<file path="config.mk">
export PLATFORM = sky130hd
export DESIGN_NAME = bus_timer
export DESIGN_NICKNAME = d
export VERILOG_FILES = /design/src/rtl/timer_pkg.sv /design/src/rtl/timer_prescaler.sv /design/src/rtl/bus_timer.sv
export SDC_FILE = /design/constraint.sdc
export NUM_CORES = 1
export LEC_CHECK = 0
export CORE_MARGIN = 4
export CORE_UTILIZATION = 49
export DETAILED_ROUTE_END_ITERATION = 8
export PLACE_DENSITY = 0.81
export SLEW_MARGIN = 5
export SYNTH_ARGS = -nofsm -noshare
export SYNTH_HDL_FRONTEND = slang
export SYNTH_HIERARCHICAL = 1
export SYNTH_SLANG_ARGS = --single-unit
</file>
<file path="constraint.sdc">
create_clock -name clock -period 3.7 [get_ports clock]
set_clock_uncertainty 0.15 [all_clocks]
set_input_delay 0.74 -clock clock [delete_from_list [all_inputs] [get_ports clock]]
set_output_delay 0.74 -clock clock [all_outputs]
set_load 0.02 [all_outputs]
</file>
<file path="src/rtl/timer_pkg.sv">
`default_nettype none
// ============================================================================
// Module      : timer_pkg
// Description : Shared constants for the bus_timer register block: register
//               offsets within the 32-byte window and the CTRL field layout.
// Revision    : 1.0 - initial release
// ============================================================================
package timer_pkg;

    // Register window geometry
    localparam int unsigned c_win_addr_w = 5;          // 32-byte window
    localparam int unsigned c_data_w     = 32;

    // Register offsets (byte offsets from BASE_ADDR)
    localparam logic [c_win_addr_w-1:0] c_off_ctrl    = 5'h00;
    localparam logic [c_win_addr_w-1:0] c_off_status  = 5'h04;
    localparam logic [c_win_addr_w-1:0] c_off_count   = 5'h08;
    localparam logic [c_win_addr_w-1:0] c_off_compare = 5'h0C;

    // CTRL field positions and widths
    localparam int unsigned c_ctrl_en_bit       = 0;
    localparam int unsigned c_ctrl_irq_en_bit   = 1;
    localparam int unsigned c_ctrl_auto_clr_bit = 2;
    localparam int unsigned c_ctrl_ps_lsb       = 8;
    localparam int unsigned c_ctrl_ps_w         = 8;

    // STATUS field positions
    localparam int unsigned c_status_match_bit  = 0;

endpackage : timer_pkg
`default_nettype wire

</file>
<file path="src/rtl/timer_prescaler.sv">
`default_nettype none
// ============================================================================
// Module      : timer_prescaler
// Description : Free-running prescale counter. While enabled it counts
//               0..prescale and emits a one-cycle tick in the cycle where the
//               count equals prescale, so a tick occurs every prescale+1
//               cycles. Held at 0 while disabled or cleared.
// Ports       : clock    - rising-edge clock
//               reset_n  - asynchronous active-low reset
//               enable   - count enable
//               clear    - synchronous restart of the count from 0
//               prescale - terminal count
//               tick     - one-cycle pulse at the terminal count
// Revision    : 1.0 - initial release
// ============================================================================
module timer_prescaler
    import timer_pkg::*;
(
    input  logic                   clock,
    input  logic                   reset_n,
    input  logic                   enable,
    input  logic                   clear,
    input  logic [c_ctrl_ps_w-1:0] prescale,
    output logic                   tick
);

    logic [c_ctrl_ps_w-1:0] r_count;
    logic                   w_at_terminal;

    assign w_at_terminal = (r_count == prescale);

    // The tick is taken from the registered count, so a clear only affects
    // the count from the following cycle onward.
    assign tick = enable && w_at_terminal;

    always_ff @(posedge clock or negedge reset_n) begin
        if (!reset_n) begin
            r_count <= '0;
        end else if (!enable || clear || w_at_terminal) begin
            r_count <= '0;
        end else begin
            r_count <= r_count + 1'b1;
        end
    end

endmodule : timer_prescaler
`default_nettype wire

</file>
<file path="src/rtl/bus_timer.sv">
`default_nettype none
// ============================================================================
// Module      : bus_timer
// Description : Memory-mapped compare timer. A prescaled tick advances COUNT;
//               when COUNT equals COMPARE on a tick, MATCH is set (and COUNT
//               optionally auto-cleared). irq = MATCH & IRQ_EN.
// Ports       : clock          - rising-edge clock
//               reset_n        - asynchronous active-low reset
//               bus_address    - byte address from the initiator
//               bus_write_data - write data
//               bus_write      - write strobe
//               bus_read       - read strobe
//               bus_read_data  - combinational read data (pre-write value)
//               hit            - address lies inside the 32-byte window
//               irq            - level interrupt request
// Registers   : 0x00 CTRL (EN, IRQ_EN, AUTO_CLR, PRESCALE[15:8])
//               0x04 STATUS (MATCH, write-1-to-clear)
//               0x08 COUNT, 0x0C COMPARE; 0x10-0x1C reserved
// Revision    : 1.0 - initial release
// ============================================================================
module bus_timer
    import timer_pkg::*;
#(
    parameter logic [31:0] BASE_ADDR = 32'h0000_1000
) (
    input  logic        clock,
    input  logic        reset_n,
    input  logic [31:0] bus_address,
    input  logic [31:0] bus_write_data,
    input  logic        bus_write,
    input  logic        bus_read,
    output logic [31:0] bus_read_data,
    output logic        hit,
    output logic        irq
);

    // ------------------------------------------------------------------
    // Register state
    // ------------------------------------------------------------------
    logic                    r_en;
    logic                    r_irq_en;
    logic                    r_auto_clr;
    logic [c_ctrl_ps_w-1:0]  r_prescale;
    logic                    r_match;
    logic [c_data_w-1:0]     r_count;
    logic [c_data_w-1:0]     r_compare;

    // ------------------------------------------------------------------
    // Address decode
    // ------------------------------------------------------------------
    logic [31:0]             w_offset;
    logic                    w_hit;
    logic                    w_reg_sel;
    logic                    w_wr_ctrl;
    logic                    w_wr_status;
    logic                    w_wr_count;
    logic                    w_wr_compare;

    // Subtracting the base lets one upper-bits-zero test cover both window
    // bounds; addresses below the base wrap to large offsets and miss.
    assign w_offset  = bus_address - BASE_ADDR;
    assign w_hit     = (w_offset[31:c_win_addr_w] == '0);
    assign w_reg_sel = w_hit && (bus_address[1:0] == 2'b00);

    assign w_wr_ctrl    = bus_write && w_reg_sel && (w_offset[c_win_addr_w-1:0] == c_off_ctrl);
    assign w_wr_status  = bus_write && w_reg_sel && (w_offset[c_win_addr_w-1:0] == c_off_status);
    assign w_wr_count   = bus_write && w_reg_sel && (w_offset[c_win_addr_w-1:0] == c_off_count);
    assign w_wr_compare = bus_write && w_reg_sel && (w_offset[c_win_addr_w-1:0] == c_off_compare);

    assign hit = w_hit;
    assign irq = r_match && r_irq_en;

    // ------------------------------------------------------------------
    // Read path (zero latency, always the pre-write value)
    // ------------------------------------------------------------------
    logic [c_data_w-1:0]     w_ctrl_rd;
    logic [c_data_w-1:0]     w_status_rd;

    always_comb begin
        w_ctrl_rd = '0;
        w_ctrl_rd[c_ctrl_en_bit]                     = r_en;
        w_ctrl_rd[c_ctrl_irq_en_bit]                 = r_irq_en;
        w_ctrl_rd[c_ctrl_auto_clr_bit]               = r_auto_clr;
        w_ctrl_rd[c_ctrl_ps_lsb +: c_ctrl_ps_w]      = r_prescale;

        w_status_rd = '0;
        w_status_rd[c_status_match_bit] = r_match;
    end

    always_comb begin
        bus_read_data = '0;
        if (bus_read && w_reg_sel) begin
            case (w_offset[c_win_addr_w-1:0])
                c_off_ctrl:    bus_read_data = w_ctrl_rd;
                c_off_status:  bus_read_data = w_status_rd;
                c_off_count:   bus_read_data = r_count;
                c_off_compare: bus_read_data = r_compare;
                default:       bus_read_data = '0;
            endcase
        end
    end

    // ------------------------------------------------------------------
    // Prescaler: restarts from 0 whenever CTRL is written so a new
    // PRESCALE value takes effect with a full period.
    // ------------------------------------------------------------------
    logic                    w_tick;

    timer_prescaler u_prescaler (
        .clock    (clock),
        .reset_n  (reset_n),
        .enable   (r_en),
        .clear    (w_wr_ctrl),
        .prescale (r_prescale),
        .tick     (w_tick)
    );

    logic                    w_cmp_eq;
    logic                    w_match_set;

    assign w_cmp_eq    = (r_count == r_compare);
    assign w_match_set = w_tick && w_cmp_eq;

    // ------------------------------------------------------------------
    // CTRL / COMPARE
    // ------------------------------------------------------------------
    always_ff @(posedge clock or negedge reset_n) begin
        if (!reset_n) begin
            r_en       <= 1'b0;
            r_irq_en   <= 1'b0;
            r_auto_clr <= 1'b0;
            r_prescale <= '0;
            r_compare  <= '0;
        end else begin
            if (w_wr_ctrl) begin
                r_en       <= bus_write_data[c_ctrl_en_bit];
                r_irq_en   <= bus_write_data[c_ctrl_irq_en_bit];
                r_auto_clr <= bus_write_data[c_ctrl_auto_clr_bit];
                r_prescale <= bus_write_data[c_ctrl_ps_lsb +: c_ctrl_ps_w];
            end
            if (w_wr_compare) begin
                r_compare <= bus_write_data;
            end
        end
    end

    // ------------------------------------------------------------------
    // COUNT: a bus write outranks the tick update. Increment wraps
    // naturally at the register width.
    // ------------------------------------------------------------------
    always_ff @(posedge clock or negedge reset_n) begin
        if (!reset_n) begin
            r_count <= '0;
        end else if (w_wr_count) begin
            r_count <= bus_write_data;
        end else if (w_tick) begin
            if (w_cmp_eq && r_auto_clr) begin
                r_count <= '0;
            end else begin
                r_count <= r_count + 1'b1;
            end
        end
    end

    // ------------------------------------------------------------------
    // MATCH: a set in the same cycle as a write-1-to-clear wins.
    // ------------------------------------------------------------------
    always_ff @(posedge clock or negedge reset_n) begin
        if (!reset_n) begin
            r_match <= 1'b0;
        end else if (w_match_set) begin
            r_match <= 1'b1;
        end else if (w_wr_status && bus_write_data[c_status_match_bit]) begin
            r_match <= 1'b0;
        end
    end

endmodule : bus_timer
`default_nettype wire

</file>
* Word level (Yosys, flattened, before mapping)
Cells that the tools add are included.
** Storage, ports and cells
- Input port bits :: 68
- Register bits :: 84
- Output and inout port bits :: 34
- Logic and storage cells :: 44
** Operators by class
- Reduce and logical (&&, ||, !) cells :: 20
- Muxes and demuxes :: 8
- Eq/ne operators :: 5
- Add/subtract/negate cells :: 3
** Operators with widths (number)
- 32-bit 2-to-1 mux :: 4
- 32-bit one-hot mux with 4 select lines :: 1
- 32-bit by 1-bit adder with 32-bit output (second input constant) :: 1
- 32-bit equality test :: 1
- 32-bit by 13-bit subtractor with 32-bit output (second input constant) :: 1
- 27-bit zero test :: 1
- 1-bit logical AND :: 12
- 5-bit by 4-bit equality test with 1-bit output (second input constant) :: 2
- 8-bit by 1-bit adder with 8-bit output (second input constant) :: 1
- 8-bit equality test :: 1
- 8-bit 2-to-1 mux :: 1
- 5-bit by 3-bit equality test with 1-bit output (second input constant) :: 1
- 5-bit zero test :: 1
- 2-bit nonzero test :: 2
- 2-bit zero test :: 1
- 1-bit logical OR :: 2
- 1-bit 2-to-1 mux :: 2
- 1-bit zero test :: 1

* Longest topological paths before layout
- Depth in word-level cells :: 8
- Gate-level depth with buffers :: 11
- Depth with buffers taken out :: 11

* By module
The synthesis kept the hierarchy.
** By module, submodules not included
- bus_timer :: area each 5408.9 um2, seq. area each 1901.8 um2, instances 1, cells an instance 554
- timer_prescaler :: area each 471.7 um2, seq. area each 200.2 um2, instances 1, cells an instance 46

* Worst setup path before layout
OpenSTA, ideal clock, no wires.
- Path type :: input -> output
- From :: input bus_address[12]
- To :: output bus_read_data[0]
- Arrival time :: 3.186 ns
- Slack :: -0.376 ns
- Required time :: 2.810 ns
- Stages :: 9
- Buffers on the path :: 1
- Cell sequence :: inv_1 -> ha_1 -> or3b_2 -> nor4b_1 -> o21a_1 -> o22ai_1 -> or4_1 -> buf_2 -> nor3b_1
** On the way
- Longest elaborated chain between the ends :: 5
** Ends and longest elaborated chain
- start, declared :: RTL line bus_timer.sv:28 : input logic [31:0] bus_address,
- 32-bit by 13-bit subtractor with 32-bit output :: RTL line bus_timer.sv:61 : assign w_offset = bus_address - BASE_ADDR;
- 27-bit zero test :: RTL line bus_timer.sv:62 : assign w_hit = (w_offset[31:c_win_addr_w] == '0);
- 1-bit logical AND :: RTL line bus_timer.sv:63 : assign w_reg_sel = w_hit && (bus_address[1:0] == 2'b00);
- 1-bit logical AND :: RTL line bus_timer.sv:92 : if (bus_read && w_reg_sel) begin
- 32-bit 2-to-1 mux :: RTL line bus_timer.sv:92
- end, declared :: RTL line bus_timer.sv:32 : output logic [31:0] bus_read_data,
Every way passes these cells.

* Worst setup path after layout
- From :: input bus_address[12]
- To :: output bus_read_data[27]
Same word-level chain as after synthesis.

==> flow_metrics.env <==
export IMPL_end_kind="primary output"
export IMPL_syn_inst=600
export IMPL_holdWs_ps=355
export IMPL_synth_seq_cells=84
export IMPL_ant_nets=0
export IMPL_critPathMaxFanout=8
export IMPL_multi_input_area_mm2=0.00386
export IMPL_worstPathArrival_ps=3410
export IMPL_detail_route_wl_per_cell_um=20.7
export IMPL_root_buffer="clkbuf_16"
export IMPL_setup_slack_ps=-603
export IMPL_syn_avg_cell_area_um2=9.80
export IMPL_path_class="input port to primary output"
export IMPL_grt_pass1_wl_um=30800
export IMPL_grt_setup_unrepaired="true"
export IMPL_vias=5491
export IMPL_drc_errors=0
export IMPL_dp_slack_ps=-1350
export IMPL_final_max_slew_viol_count=0
export IMPL_drive_above_1_share_pct=33.2
export IMPL_start_kind="input port"
export IMPL_rows=39
export IMPL_yosysSeqAreaShare_pct=35.7
export IMPL_worstPathCellList="buf_8 -> inv_4 -> ha_4 -> buf_6 -> xor2_4 -> or4_4 -> nor4_4 -> nand4_1 -> or4_4 -> buf_16 -> nor3_4 -> buf_6"
export IMPL_status="finished, violations left"
export IMPL_finalCriticalPeriod_ps=4300
export IMPL_hold_path_class="flip-flop to flip-flop"
export IMPL_diodes=0
export IMPL_slowest_stage="or4_4"
export IMPL_start_util_pct=50.8
export IMPL_cts_buffers=9
export IMPL_fillerInstances=762
export IMPL_fmax_mhz=232
export IMPL_die_area_mm2=0.0138
export IMPL_drv_cap=0
export IMPL_die_h_um=118
export IMPL_ys_warn_count=6
export IMPL_totalWireLength_um=18600
export IMPL_dr_pass1_iters=5
export IMPL_dp_cells=859
export IMPL_hold_viol_final=0
export IMPL_layout_nets=825
export IMPL_cts_max_level=3
export IMPL_powerDensity_mw_per_mm2=253
export IMPL_power_leakage_nw=4.35
export IMPL_synth_nets=671
export IMPL_cts_tree="built"
export IMPL_dp_hpwl_um=12200
export IMPL_grt_pass1_vias=5699
export IMPL_crit_family="simple AND/OR/NAND/NOR gates"
export IMPL_cp_num_buf_inv=5
export IMPL_clockBufferDepth=2
export IMPL_clk_pin_slew_ps=70
export IMPL_hold_buffers=0
export IMPL_grt_max_degree=85
export IMPL_ys_types=53
export IMPL_slowest_delay_ps=660
export IMPL_violations="negative setup slack"
export IMPL_synth_ff_type="dfrtp_1"
export IMPL_finalSetupViolCount=33
export IMPL_min_period_over_period_pct=116
export IMPL_area_growth_pct=44.5
export IMPL_clk_latency_ps=340
export IMPL_grt_remaining_overflow=0
export IMPL_avgViaCountPerCell=6.09
export IMPL_track_usage_pct=27.4
export IMPL_worstMarginPinSlew_ps=1100
export IMPL_place_gp_congestion=0.908
export IMPL_synth_edf_count=0
export IMPL_antenna_found_initial=0
export IMPL_finalNonFillerCells=902
export IMPL_seq_area_mm2=0.00210
export IMPL_cts_sinks=84
export IMPL_core_mm2=0.0116
export IMPL_syn_cell_area_mm2=0.00588
export IMPL_fin_tns_setup_ps=-18070
export IMPL_critPathRequiredTime_ps=2810
export IMPL_async_flop_share_pct=100
export IMPL_dieWidth_um=118
export IMPL_peakVddDrop_v=0.000214
export IMPL_drt_iter0_drc=605
export IMPL_port_buffer_count=101
export IMPL_pin_count=102
export IMPL_relSlewSlack_pct=26.8
[metrics by stage]
| step | total power, mW | instance area, um^2 | utilization [%] |
|---|---|---|---|
| finish | 2.15 | 8500 | 73.5 |
| global route | 2.21 | 8500 | 73.5 |
| CTS | 2.14 | 8480 | 73.3 |
| detailed placement | 1.14 | 7600 | 65.7 |
| global placement | 1.14 | 7600 | 65.7 |
| floorplan | 0.995 | 6130 | - |
[placed cells by master (no fill, tap or decap), types with 4 or more instances in the layout]
master	Yosys	final
nor4_1	7	6
nand4_1	24	24
buf_2	6	4
or4_4	0	4
or4_1	8	4
xor2_1	18	17
buf_12	0	10
nand3_1	17	17
nand2_1	42	41
and4_1	8	7
buf_16	0	4
nor3_1	19	14
nor2_1	31	31
a22oi_1	21	21
mux2_4	20	29
mux2_2	26	17
and2_1	6	6
clkbuf_16	0	9
a21oi_1	13	13
buf_4	1	51
o21ai_0	4	4
inv_1	39	36
buf_6	6	51
or3_4	0	4
clkdlybuf4s50_1	0	53
dfrtp_1	84	84
and3_1	6	6
xnor2_1	55	55
nor3_4	0	33
mux2i_1	39	39
[cells by family (layout without fill, tap and decap cells)]
logic type,Yosys count,count (layout),share of synthesized area (%)
AO/OA/AOI/OAI,53,53,6.43
AND/OR/NAND/NOR,224,225,23.1
multiplexers,86,86,17.1
adder cells (fa/ha/maj),3,3,0.638
XOR/XNOR,74,74,11.1
buffers and inverters,76,234,5.81
flip-flops,84,84,35.7
[where the power goes]
part           internal [mW]  switching, mW
Combinational          0.125          0.116
Clock                  0.596          0.395
Sequential             0.918   0.0000000219
[metal layers]
layer / up-vias / global-route usage, % / part of all wire [%]
met5: - / 0 / 0
li1: 2450 / - / -
met2: 263 / 47.2 / 51
met3: 45 / 5.72 / 7.5
met4: 0 / 8.64 / 2.7
met1: 2733 / 34.5 / 39
[final timing paths]
path                                                   from                                to  slack (ps)  cells after the start
max                                         bus_address[12]                 bus_read_data[27]        -600                     12
min                        u_prescaler/r_count[0]$_DFF_PN0_  u_prescaler/r_count[0]$_DFF_PN0_         360                      1
max reg2reg                u_prescaler/r_count[2]$_DFF_PN0_           r_count[25]$_DFFE_PN0P_         570                      9
min reg2reg                u_prescaler/r_count[0]$_DFF_PN0_  u_prescaler/r_count[0]$_DFF_PN0_         360                      1
max in group asynchronous                           reset_n           r_count[28]$_DFFE_PN0P_        2240                      1
min in group asynchronous                           reset_n         r_compare[16]$_DFFE_PN0P_         440                      1
[synthesized netlist by cell type (5+ instances only)]
cell type / instances / area, um^2
dfrtp_1: 84 / 2100
xnor2_1: 55 / 482
nand2_1: 42 / 158
inv_1: 39 / 146
mux2i_1: 39 / 390
nor2_1: 31 / 116
nor3_2: 29 / 290
mux2_2: 26 / 293
nand4_1: 24 / 150
clkbuf_1: 23 / 86.3
a22oi_1: 21 / 158
mux2_4: 20 / 300
nor3_1: 19 / 95.1
xor2_1: 18 / 158
nand3_1: 17 / 85.1
a21oi_1: 13 / 65.1
and4_1: 8 / 70.1
or4_1: 8 / 60.1
nor4_1: 7 / 43.8
and2_1: 6 / 37.5
and3_1: 6 / 37.5
buf_2: 6 / 30.0
buf_6: 6 / 67.6
or3_1: 5 / 31.3
[cell type report]
type	instances	area share [%]
Inverter	39	1.81
Clock inverter	7	1.16
Sequential cell	84	24.7
Tap cell	143	2.11
Clock buffer	9	2.65
Timing Repair Buffer	179	22.1
Multi-Input combinational cell	441	45.4
[worst reg2reg max path: stages, from the launching register on]
cell and delay, ps:
dfrtp_1 460, xnor2_1 210, nand2_1 130, nor4_1 370, and2_1 390, nand4_1 480
nor4_1 460, xor2_1 190, nand2_1 70, mux2i_1 140
[sequential cells by signal (all words and copies together) (netlist names)]
signal / count
r_auto_clr: 1
r_compare: 32
r_count: 32
r_en: 1
r_irq_en: 1
r_match: 1
r_prescale: 8
u_prescaler/r_count: 8
[what timing repair did]
action                                  in CTS  in global routing
gates cloned                                 5                  0
gates resized for setup                    292                 20
pin swaps                                   23                 18
buffers inserted                            38                  4
endpoints found under the setup margin      42                112
endpoints found under the hold margin        0                  0
No activity file was read; power rests on OpenSTA's default activity.
